--- src/rtl/log_drain_if.sv ---
// Bus bundle between log_drain and its neighbours:
// the log RAM read port and the framed byte stream.
interface log_drain_if #(
   parameter int DATA_WIDTH = 37,
   parameter int ADDR_WIDTH = 16
);
   logic                  re;
   logic [ADDR_WIDTH-1:0] rd_addr;
   logic [DATA_WIDTH-1:0] rd_data;
   logic [7:0]            tx_data;
   logic                  tx_valid;
   logic                  tx_ready;

   modport master (
      output re,
      output rd_addr,
      output tx_data,
      output tx_valid,
      input  rd_data,
      input  tx_ready
   );

   modport slave (
      input  re,
      input  rd_addr,
      input  tx_data,
      input  tx_valid,
      output rd_data,
      output tx_ready
   );
endinterface

--- src/rtl/log_drain.sv ---
// Drains the violation logger RAM into a framed byte stream:
// A5, count hi/lo, 5 bytes per record, 5A, then optional RAM clear.
module log_drain #(
   parameter int DATA_WIDTH      = 37,
   parameter int ADDR_WIDTH      = 16,
   parameter int DEPTH           = 256,
   parameter int CLR_AFTER_DRAIN = 1
) (
   input  logic                  clk,
   input  logic                  reset,
   input  logic                  start,
   input  logic [ADDR_WIDTH-1:0] entry_count,
   log_drain_if.master           bus,
   output logic                  busy,
   output logic                  done,
   output logic                  clr_ram
);

   typedef enum logic [3:0] {
      S_IDLE,
      S_HDR,
      S_CNT_HI,
      S_CNT_LO,
      S_RD_REQ,
      S_RD_WAIT,
      S_SEND,
      S_TRL,
      S_CLR,
      S_DONE
   } state_e;

   localparam logic [ADDR_WIDTH-1:0] DEPTH_W = ADDR_WIDTH'(DEPTH);

   state_e                state_q, state_d;
   logic [ADDR_WIDTH-1:0] n_q, n_d;
   logic [ADDR_WIDTH-1:0] idx_q, idx_d;
   logic [2:0]            bi_q, bi_d;
   logic [DATA_WIDTH-1:0] rec_q, rec_d;

   logic [ADDR_WIDTH-1:0] snap;
   logic [ADDR_WIDTH-1:0] idx_nxt;
   logic [7:0]            rec_byte;
   logic                  accept;

   assign snap    = (entry_count > DEPTH_W) ? DEPTH_W : entry_count;
   assign idx_nxt = idx_q + ADDR_WIDTH'(1);
   assign accept  = bus.tx_valid && bus.tx_ready;

   always_comb begin
      rec_byte = rec_q[7:0];
      unique case (bi_q)
         3'd0:    rec_byte = {3'b000, rec_q[36:32]};
         3'd1:    rec_byte = rec_q[31:24];
         3'd2:    rec_byte = rec_q[23:16];
         3'd3:    rec_byte = rec_q[15:8];
         default: rec_byte = rec_q[7:0];
      endcase
   end

   always_ff @(posedge clk) begin
      if (reset) begin
         state_q <= S_IDLE;
         n_q     <= '0;
         idx_q   <= '0;
         bi_q    <= '0;
         rec_q   <= '0;
      end else begin
         state_q <= state_d;
         n_q     <= n_d;
         idx_q   <= idx_d;
         bi_q    <= bi_d;
         rec_q   <= rec_d;
      end
   end

   // Outputs decode from registered state only, so tx_valid
   // never depends combinationally on tx_ready.
   always_comb begin
      bus.tx_valid = 1'b0;
      bus.tx_data  = 8'h00;
      bus.re       = 1'b0;
      bus.rd_addr  = '0;
      busy         = (state_q != S_IDLE);
      done         = 1'b0;
      clr_ram      = 1'b0;
      unique case (state_q)
         S_HDR: begin
            bus.tx_valid = 1'b1;
            bus.tx_data  = 8'hA5;
         end
         S_CNT_HI: begin
            bus.tx_valid = 1'b1;
            bus.tx_data  = n_q[15:8];
         end
         S_CNT_LO: begin
            bus.tx_valid = 1'b1;
            bus.tx_data  = n_q[7:0];
         end
         S_RD_REQ: begin
            bus.re      = 1'b1;
            bus.rd_addr = idx_q;
         end
         S_SEND: begin
            bus.tx_valid = 1'b1;
            bus.tx_data  = rec_byte;
         end
         S_TRL: begin
            bus.tx_valid = 1'b1;
            bus.tx_data  = 8'h5A;
         end
         S_CLR:   clr_ram = 1'b1;
         S_DONE:  done    = 1'b1;
         default: ;
      endcase
   end

   always_comb begin
      state_d = state_q;
      n_d     = n_q;
      idx_d   = idx_q;
      bi_d    = bi_q;
      rec_d   = rec_q;
      unique case (state_q)
         S_IDLE: begin
            if (start) begin
               state_d = S_HDR;
               n_d     = snap;
               idx_d   = '0;
               bi_d    = '0;
            end
         end
         S_HDR: begin
            if (accept) state_d = S_CNT_HI;
         end
         S_CNT_HI: begin
            if (accept) state_d = S_CNT_LO;
         end
         S_CNT_LO: begin
            if (accept) state_d = (n_q != '0) ? S_RD_REQ : S_TRL;
         end
         S_RD_REQ: state_d = S_RD_WAIT;
         S_RD_WAIT: begin
            rec_d   = bus.rd_data;
            bi_d    = '0;
            state_d = S_SEND;
         end
         S_SEND: begin
            if (accept) begin
               if (bi_q != 3'd4) begin
                  bi_d = bi_q + 3'd1;
               end else begin
                  idx_d   = idx_nxt;
                  state_d = (idx_nxt < n_q) ? S_RD_REQ : S_TRL;
               end
            end
         end
         S_TRL: begin
            if (accept) state_d = (CLR_AFTER_DRAIN != 0) ? S_CLR : S_DONE;
         end
         S_CLR:   state_d = S_DONE;
         S_DONE:  state_d = S_IDLE;
         default: state_d = S_IDLE;
      endcase
   end

endmodule
--- src/flat_wrapper.sv ---
// flat-port wrapper written by rule: the top's interface ports become plain ports
module log_drain_flat 
#(
   parameter int DATA_WIDTH      = 37,
   parameter int ADDR_WIDTH      = 16,
   parameter int DEPTH           = 256,
   parameter int CLR_AFTER_DRAIN = 1
)
  (clk, reset, start, entry_count, busy, done, clr_ram, bus_re, bus_rd_addr, bus_tx_data, bus_tx_valid, bus_rd_data, bus_tx_ready);
  log_drain_if #(.DATA_WIDTH(DATA_WIDTH), .ADDR_WIDTH(ADDR_WIDTH)) bus_i ();
  input  logic clk;
  input  logic reset;
  input  logic start;
  input  logic [ADDR_WIDTH-1:0] entry_count;
  output logic busy;
  output logic done;
  output logic clr_ram;
  output wire logic [$bits(bus_i.re)-1:0] bus_re;
  output wire logic [$bits(bus_i.rd_addr)-1:0] bus_rd_addr;
  output wire logic [$bits(bus_i.tx_data)-1:0] bus_tx_data;
  output wire logic [$bits(bus_i.tx_valid)-1:0] bus_tx_valid;
  input wire logic [$bits(bus_i.rd_data)-1:0] bus_rd_data;
  input wire logic [$bits(bus_i.tx_ready)-1:0] bus_tx_ready;
  assign bus_re = bus_i.re;
  assign bus_rd_addr = bus_i.rd_addr;
  assign bus_tx_data = bus_i.tx_data;
  assign bus_tx_valid = bus_i.tx_valid;
  assign bus_i.rd_data = bus_rd_data;
  assign bus_i.tx_ready = bus_tx_ready;
  log_drain #(.DATA_WIDTH(DATA_WIDTH), .ADDR_WIDTH(ADDR_WIDTH), .DEPTH(DEPTH), .CLR_AFTER_DRAIN(CLR_AFTER_DRAIN)) u_core (.clk(clk), .reset(reset), .start(start), .entry_count(entry_count), .bus(bus_i), .busy(busy), .done(done), .clr_ram(clr_ram));
endmodule
--- config.mk ---
export PLATFORM = sky130hd
export DESIGN_NAME = log_drain_flat
export DESIGN_NICKNAME = d
export VERILOG_FILES = /design/src/rtl/log_drain_if.sv /design/src/rtl/log_drain.sv /design/src/flat_wrapper.sv
export SDC_FILE = /design/constraint.sdc
export NUM_CORES = 1
export LEC_CHECK = 0
export BUFFER_PORTS_ARGS = -buffer_cell sky130_fd_sc_hd__buf_2
export CAP_MARGIN = 20
export CORE_MARGIN = 2
export CORE_UTILIZATION = 40
export DETAILED_ROUTE_END_ITERATION = 12
export PLACE_DENSITY = 0.7
export SLEW_MARGIN = 5
export SYNTH_ARGS = -nofsm -noshare
export SYNTH_HDL_FRONTEND = slang
export SYNTH_SLANG_ARGS = --single-unit
export TNS_END_PERCENT = 100
--- constraint.sdc ---
create_clock -name clk -period 2.95 [get_ports clk]
set_input_delay 0.885 -clock clk [delete_from_list [all_inputs] [get_ports clk]]
set_output_delay 0.885 -clock clk [all_outputs]
set_load 0.05 [all_outputs]
==> run summary, run 1 <==
• **DRC violations left** 0
• **total of max-cap violations** 0
• **via count of the first global-routing pass** 4,096
• **Req. time, crit path** 2.07 ns
• **setup repair after global routing missed its margin** yes
• **Crit Path Category** flip-flop to primary output
• **smallest setup slack after layout** -0.09792 ns
• **Max Buffers Root-to-Sink** 2
• **Starting Density** 0.4120
• **Clock power frac** 0.296
• **Ant. Diodes** 0
• **Power per Cell Area** 589.7 nW/um^2
• **HPWL reported at the end of detailed placement** 9.344 mm
• **Critical R2R Launch** u_core.idx_q[0]$_SDFFE_PP0P_
• **warning count from the yosys run** 0
• **final hold violation count** 0
• **# setup viols final** 8
• **maximum fanout count along the critical path** 7
• **die area** 11,470 sq um
• **Reg power frac** 0.344
• **total detailed-routing wirelength** 12.47 mm
• **y dimension of the die** 107.1 um
• **Post-Syn Instances** 545
• **average routed wire per standard cell** 16.23 um
• **sequential cell area fraction in the yosys report** 0.3578
• **I/O pin count** 86
• **TritonCTS buffer count** 9
• **R2R cell count** 12
• **failing checks** negative setup slack
• **count of nets left with antenna violations after detail routing** 0
• **pre-CTS setup slack** 0.01366 ns
• **hold bufs inserted after CTS** 0
• **Area growth syn-to-layout** 25.51%
• **number of clock sinks seen by CTS** 76
• **hold path start** u_core.rec_q[17]$_SDFFE_PP0N_
• **Final Skew** 0.009114 ns
• **htree depth** 3
• **worst slew margin relative to its limit** 0.5627
• **worst path arrival time** 2.16 ns
• **switching part of the total** 0.3923
• **Placement Rows** 37
• **mean number of vias per cell** 5.626
• **#FFs+latches synth** 76
• **routability congestion estimate from global placement** 0.8940
• **TritonCTS clock tree** yes
• **maximum number of pins on one net before global-route repair** 38
• **Critical R2R Capture** u_core.state_q[0]$_SDFFE_PP0P_
• **clock slew at reported path FFs** 0.09 ns
• **reported net switching power** 1235 uW
• **number of iterations in the first detailed-routing pass** 5
• **share of total power in combinational logic** 0.360
• **first-iteration detailed-routing DRC count** 246
• **Worst Hold Class** flip-flop to flip-flop
• **cell leakage power** 0.002061 uW
• **Synth cell types** 60
• **Post-Synthesis Cell Area** 4253 sq um
• **clock insertion delay at the later pin of the skew report** 0.36 ns
• **number of enable flip-flop cells after synthesis** 0
• **root buffer cell** sky130_fd_sc_hd__clkbuf_8
• **Nets** 705
• **core outline area** 10,320 sq um
• **routed vias** 4,321
• **worst hold path stage count** 2
• **destination of the worst hold path** u_core.rec_q[17]$_SDFFE_PP0N_
• **setup slack on the worst flop-to-flop path** 0.14 ns
• **IO buf count** 85
• **fraction of registers with async set or reset after synthesis** 0
• **status** complete, but fails checks
• **Final TNS setup** -0.5024 ns
• **Top FF cell, synth** sky130_fd_sc_hd__dfxtp_1
• **peak clock frequency supported by timing** 328.1 MHz
• **kind of end point of the critical path** primary output
• **initial antenna violation count** 0
• **Total Routing Usage GR** 0.2194
• **design internal power** 1913 uW
• **minimum clock period after layout** 3.048 ns
• **average size of a mapped cell** 7.803 sq um
• **IR Drop Worst-Case VDD** 403.5 uV
• **ratio of final minimum period to clock period** 1.033
• **layout cell share with drive strength beyond 1** 0.2642
• **total congestion overflow** 0
• **global-route wire length before repair** 19.93 mm
• **Final Max Slew Viols** 0
• **Die Width** 107.1 um
• **Post-Syn Nets** 623
• **nature of the critical path startpoint** flip-flop
• **Worst-Margin Slew** 0.6524 ns
==> synth_stat cells, types with 2 or more instances <==
cell type | number | share of area
sky130_fd_sc_hd__ha_1 | 21 | 0.062
sky130_fd_sc_hd__a221oi_1 | 3 | 0.0062
sky130_fd_sc_hd__buf_2 | 4 | 0.0047
sky130_fd_sc_hd__nor4b_1 | 2 | 0.0041
sky130_fd_sc_hd__a211oi_1 | 6 | 0.011
sky130_fd_sc_hd__nor2b_1 | 6 | 0.0088
sky130_fd_sc_hd__and3_1 | 5 | 0.0074
sky130_fd_sc_hd__o21ai_0 | 9 | 0.011
sky130_fd_sc_hd__nand3_1 | 13 | 0.015
sky130_fd_sc_hd__and2_1 | 15 | 0.022
sky130_fd_sc_hd__a221o_1 | 2 | 0.0047
sky130_fd_sc_hd__a21boi_0 | 6 | 0.011
sky130_fd_sc_hd__o2bb2ai_1 | 2 | 0.0041
sky130_fd_sc_hd__nand2b_1 | 4 | 0.0059
sky130_fd_sc_hd__o22ai_1 | 5 | 0.0074
sky130_fd_sc_hd__a22oi_1 | 11 | 0.019
sky130_fd_sc_hd__a222oi_1 | 7 | 0.016
sky130_fd_sc_hd__inv_1 | 30 | 0.026
sky130_fd_sc_hd__nand2_1 | 93 | 0.082
sky130_fd_sc_hd__nor2_1 | 31 | 0.027
sky130_fd_sc_hd__xor2_1 | 2 | 0.0041
sky130_fd_sc_hd__dfxtp_1 | 76 | 0.36
sky130_fd_sc_hd__nor3_1 | 14 | 0.016
sky130_fd_sc_hd__or3_1 | 6 | 0.0088
sky130_fd_sc_hd__o32ai_1 | 6 | 0.012
sky130_fd_sc_hd__a21oi_1 | 66 | 0.078
sky130_fd_sc_hd__nor4_1 | 15 | 0.022
sky130_fd_sc_hd__and4_1 | 3 | 0.0062
sky130_fd_sc_hd__o21a_1 | 3 | 0.0053
sky130_fd_sc_hd__nand4_1 | 9 | 0.013
sky130_fd_sc_hd__xnor2_1 | 12 | 0.025
sky130_fd_sc_hd__or3b_1 | 2 | 0.0041
sky130_fd_sc_hd__buf_6 | 2 | 0.0053
sky130_fd_sc_hd__clkbuf_1 | 28 | 0.025
==> power groups by stage <==
stage	Clock, uW	Sequential, uW	Combinational (uW)
global placement	0	1110	1050
floorplan	0	1090	815
finish	933	1080	1130
global route	984	1090	1210
CTS	939	1080	1120
detailed placement	0	1110	1060
==> registers in the layout, indices dropped and copies added, names as in the netlist <==
name,count
u_core.rec_q,37
u_core.bi_q,3
u_core.state_q,4
u_core.n_q,16
u_core.idx_q,16
==> kinds of logic (layout without fill, tap and decap cells) <==
family | count (synthesis) | after routing | share of synthesized area
buf+inv | 66 | 153 | 0.06384
xor+xnor | 14 | 14 | 0.02883
flops | 76 | 76 | 0.3578
mux | 2 | 2 | 0.005001
fa+ha+maj | 21 | 21 | 0.06178
compound gates | 141 | 141 | 0.2192
simple gates | 225 | 225 | 0.2636
==> placed cells by master, fill, tap and decap left out, types with 7 or more instances in the layout <==
cell type	instances
sky130_fd_sc_hd__nor3_1	10
sky130_fd_sc_hd__o21ai_0	9
sky130_fd_sc_hd__nand3_1	13
sky130_fd_sc_hd__clkbuf_8	9
sky130_fd_sc_hd__a22oi_1	11
sky130_fd_sc_hd__nor2_1	31
sky130_fd_sc_hd__a21oi_1	63
sky130_fd_sc_hd__xnor2_1	12
sky130_fd_sc_hd__a222oi_1	7
sky130_fd_sc_hd__nand2_1	93
sky130_fd_sc_hd__buf_6	12
sky130_fd_sc_hd__dfxtp_1	72
sky130_fd_sc_hd__nor4_1	13
sky130_fd_sc_hd__nand4_1	9
sky130_fd_sc_hd__buf_2	77
sky130_fd_sc_hd__buf_4	18
sky130_fd_sc_hd__ha_1	16
sky130_fd_sc_hd__inv_1	28
sky130_fd_sc_hd__and2_1	15
==> final cells by class <==
cell class                      instances  area (sq um)
Sequential cell                        76          1531
Inverter                               30         112.6
Tap cell                              136         170.2
Clock buffer                            9         123.9
Clock inverter                          7         103.9
Fill cell                             988          4986
Timing Repair Buffer                  107         655.6
Multi-Input combinational cell        403          2640
==> how the worst max path moves through the flow <==
stage	startpoint	end	slack, ns	cells after the start
detailed placement	u_core.bi_q[0]$_SDFFE_PP0P_	bus_tx_data[6]	0.01	8
floorplan	u_core.bi_q[0]$_SDFFE_PP0P_	bus_tx_data[6]	-0.26	6
global placement	u_core.bi_q[0]$_SDFFE_PP0P_	bus_tx_data[6]	0.08	8
CTS	u_core.bi_q[0]$_SDFFE_PP0P_	bus_tx_data[1]	-0.07	8
finish	u_core.bi_q[1]$_SDFFE_PP0P_	bus_tx_data[0]	-0.1	9
global route	u_core.bi_q[1]$_SDFFE_PP0P_	bus_tx_data[0]	-0.18	9
==> critical path: stages (launching register included) <==
cell and delay (ns):
sky130_fd_sc_hd__dfxtp_4 0.38, sky130_fd_sc_hd__inv_2 0.05, sky130_fd_sc_hd__ha_2 0.18, sky130_fd_sc_hd__or3_4 0.39, sky130_fd_sc_hd__a21oi_4 0.18, sky130_fd_sc_hd__buf_6 0.16, sky130_fd_sc_hd__buf_4 0.11, sky130_fd_sc_hd__a221oi_2 0.05
sky130_fd_sc_hd__o22ai_2 0.12, sky130_fd_sc_hd__buf_6 0.19
==> through the flow <==
stage / utilization / hold WS (ns) / cell area [sq um] / power [uW] / cells
detailed placement: 0.4761 / 0.4478 / 4915 / 2171 / 749
finish: 0.5170 / 0.4609 / 5338 / 3148 / 768
global placement: 0.4761 / 0.4451 / 4915 / 2156 / 749
global route: 0.5170 / 0.4823 / 5338 / 3280 / 768
CTS: 0.5113 / 0.4596 / 5279 / 3142 / 765
floorplan: - / 0.4336 / 4330 / 1905 / 545
==> what timing repair did <==
action                                  4_1_cts  5_1_grt
pin swaps                                     9        9
buffers inserted                              0        3
gates cloned                                  0        0
endpoints found under the hold margin         0        0
endpoints found under the setup margin       19        9
resized for setup                            40       13
==> routing by layer <==
metal | part of all wire | vias up | global-route usage
met3 | 0.049 | 16 | 0.02918
met4 | 0.016 | 0 | 0.07143
li1 | - | 2119 | -
met1 | 0.46 | 2062 | 0.2976
met2 | 0.48 | 124 | 0.3599
met5 | 0 | - | 0
Note: power is estimated with default switching activity, not from simulation.
==> run 2: changes to the inputs <==
SETUP_SLACK_MARGIN = 0.3   (was unset)
==> run 2 against run 1 <==
The run still ends with negative setup slack left. Core utilization rose by 0.69 points. Power shrank 4.3%. Critical endpoint unchanged. Clock power fell by 19%. Global-route usage is 0.25 points higher.
==> run summary, run 2 (same netlist as run 1, synthesis figures left out) <==
• **reported net switching power** 1246 uW
• **Max Buffers Root-to-Sink** 2
• **ratio of final minimum period to clock period** 1.027
• **worst slew margin relative to its limit** 0.5607
• **Req. time, crit path** 2.07 ns
• **design internal power** 1768 uW
• **clock slew at reported path FFs** 0.09 ns
• **Die Width** 107.1 um
• **share of total power in combinational logic** 0.383
• **worst path arrival time** 2.14 ns
• **clock insertion delay at the later pin of the skew report** 0.37 ns
• **R2R cell count** 11
• **# setup viols final** 7
• **worst hold path stage count** 2
• **largest registers** u_core.rec_q (37), u_core.idx_q (16), u_core.n_q (16)
• **status** complete, but fails checks
• **Worst Hold Class** flip-flop to flip-flop
• **routed vias** 4,369
• **Final TNS setup** -0.2527 ns
• **count of nets left with antenna violations after detail routing** 0
• **HPWL reported at the end of detailed placement** 9.109 mm
• **setup repair after global routing missed its margin** yes
• **maximum fanout count along the critical path** 6
• **Final Skew** 0.01417 ns
• **total of max-cap violations** 0
• **core outline area** 10,320 sq um
• **minimum clock period after layout** 3.029 ns
• **Fillers** 978
• **total congestion overflow** 0
• **setup slack on the worst flop-to-flop path** 0.43 ns
• **Starting Density** 0.4120
• **total detailed-routing wirelength** 12.72 mm
• **total power** 3013 uW
• **IO buf count** 85
• **Area growth syn-to-layout** 27.18%
• **Crit Path Category** flip-flop to primary output
• **routability congestion estimate from global placement** 0.9200
• **mean number of vias per cell** 5.726
• **kind of end point of the critical path** primary output
• **Ant. Diodes** 0
• **global-route wire length before repair** 20.04 mm
• **switching part of the total** 0.4134
• **TritonCTS buffer count** 9
• **cell leakage power** 0.002041 uW
• **number of iterations in the first detailed-routing pass** 6
• **Clock power frac** 0.252
• **final hold violation count** 0
• **y dimension of the die** 107.1 um
• **maximum number of pins on one net before global-route repair** 47
• **hold path start** u_core.rec_q[20]$_SDFFE_PP0N_
• **Reg power frac** 0.365
• **I/O pin count** 86
• **die area** 11,470 sq um
• **nature of the critical path startpoint** flip-flop
• **commonest cells after routing, fill and taps aside** sky130_fd_sc_hd__nand2_1, sky130_fd_sc_hd__buf_2, sky130_fd_sc_hd__dfxtp_1
• **IR Drop Worst-Case VDD** 299.0 uV
• **destination of the worst hold path** u_core.rec_q[20]$_SDFFE_PP0N_
• **Nets** 700
• **initial antenna violation count** 0
• **peak clock frequency supported by timing** 330.1 MHz
• **root buffer cell** sky130_fd_sc_hd__clkbuf_8
• **htree depth** 3
• **most common cell after layout, fill and taps aside** sky130_fd_sc_hd__nand2_1
• **Critical R2R Capture** u_core.state_q[1]$_SDFFE_PP0P_
• **number of clock sinks seen by CTS** 76
• **Worst-Margin Slew** 0.6589 ns
• **max FFs per register** 37
• **Final Max Slew Viols** 0
• **Power per Cell Area** 557.1 nW/um^2
• **TritonCTS clock tree** yes
• **layout cell share with drive strength beyond 1** 0.2998
• **failing checks** negative setup slack
• **first-iteration detailed-routing DRC count** 356
• **Total Routing Usage GR** 0.2220
• **smallest setup slack after layout** -0.07926 ns
• **Critical R2R Launch** u_core.idx_q[5]$_SDFFE_PP0P_
• **Reg with most FFs** u_core.rec_q
• **DRC violations left** 0
• **Placement Rows** 37
• **average routed wire per standard cell** 16.67 um
• **pre-CTS setup slack** 0.1479 ns
• **via count of the first global-routing pass** 3,986
## run 2: metrics by stage
step,cells,util,hold slack [ns],cell area [sq um]
floorplan,545,-,0.4336,4372
global placement,743,0.4768,0.4463,4922
detailed placement,743,0.4768,0.4514,4922
CTS,762,0.5145,0.4630,5311
global route,763,0.5239,0.4807,5409
finish,763,0.5239,0.4625,5409
## run 2: worst max-delay path, cell delays in order, from the launching register on
cell and delay, ns:
sky130_fd_sc_hd__dfxtp_4 0.39, sky130_fd_sc_hd__inv_4 0.06, sky130_fd_sc_hd__ha_4 0.17, sky130_fd_sc_hd__or3_4 0.39, sky130_fd_sc_hd__a21oi_4 0.17, sky130_fd_sc_hd__buf_6 0.16
sky130_fd_sc_hd__a221oi_2 0.08, sky130_fd_sc_hd__o22ai_2 0.16, sky130_fd_sc_hd__buf_6 0.19
## run 2: layout make-up
| cell class | count | area, sq um | area share |
|---|---|---|---|
| tap | 136 | 170.2 | 0.03146 |
| clock inverter | 6 | 47.55 | 0.008790 |
| multi-input combinational | 403 | 2730 | 0.5047 |
| clock buffer | 10 | 137.6 | 0.02545 |
| inverter | 30 | 117.6 | 0.02174 |
| sequential | 76 | 1548 | 0.2861 |
| timing repair buffer | 102 | 658.1 | 0.1217 |
## run 2: how the worst max path moves through the flow
stage	from	endpoint	slack [ns]	cells past startpoint
6_report	u_core.bi_q[0]$_SDFFE_PP0P_	bus_tx_data[0]	-0.08	8
5_1_grt	u_core.bi_q[1]$_SDFFE_PP0P_	bus_tx_data[0]	-0.13	8
3_3_place_gp	u_core.bi_q[1]$_SDFFE_PP0P_	bus_tx_data[6]	0.22	7
4_1_cts	u_core.bi_q[0]$_SDFFE_PP0P_	bus_tx_data[4]	-0.08	8
2_1_floorplan	u_core.state_q[1]$_SDFFE_PP0P_	bus_rd_addr[10]	-0.24	4
3_5_place_dp	u_core.idx_q[0]$_SDFFE_PP0P_	u_core.state_q[0]$_SDFFE_PP0P_	0.15	12
## run 2: what timing repair did
action	CTS	global route
hold buffers	0	0
endpoints found under the setup margin	23	24
buffers inserted	3	0
cloned	0	1
pin swaps	9	14
resized for setup	58	30
## run 2: per-layer routing
| metal | global-route usage | wire length, um | share of wire | up-vias |
|---|---|---|---|---|
| li1 | - | - | - | 2099 |
| met1 | 0.2976 | 5533 | 0.43 | 2071 |
| met2 | 0.3522 | 6030 | 0.47 | 173 |
| met3 | 0.04681 | 871 | 0.068 | 26 |
| met4 | 0.07885 | 285 | 0.022 | 0 |
| met5 | 0 | 0 | 0 | - |
## run 2: power groups by stage
stage | Sequential [uW] | Combinational (uW) | Clock [uW]
final | 1100 | 1150 | 758
after global routing | 1110 | 1220 | 820
after CTS | 1090 | 1110 | 771
after detailed placement | 1120 | 1050 | 0
after global placement | 1120 | 1030 | 0
after floorplan | 1090 | 822 | 0
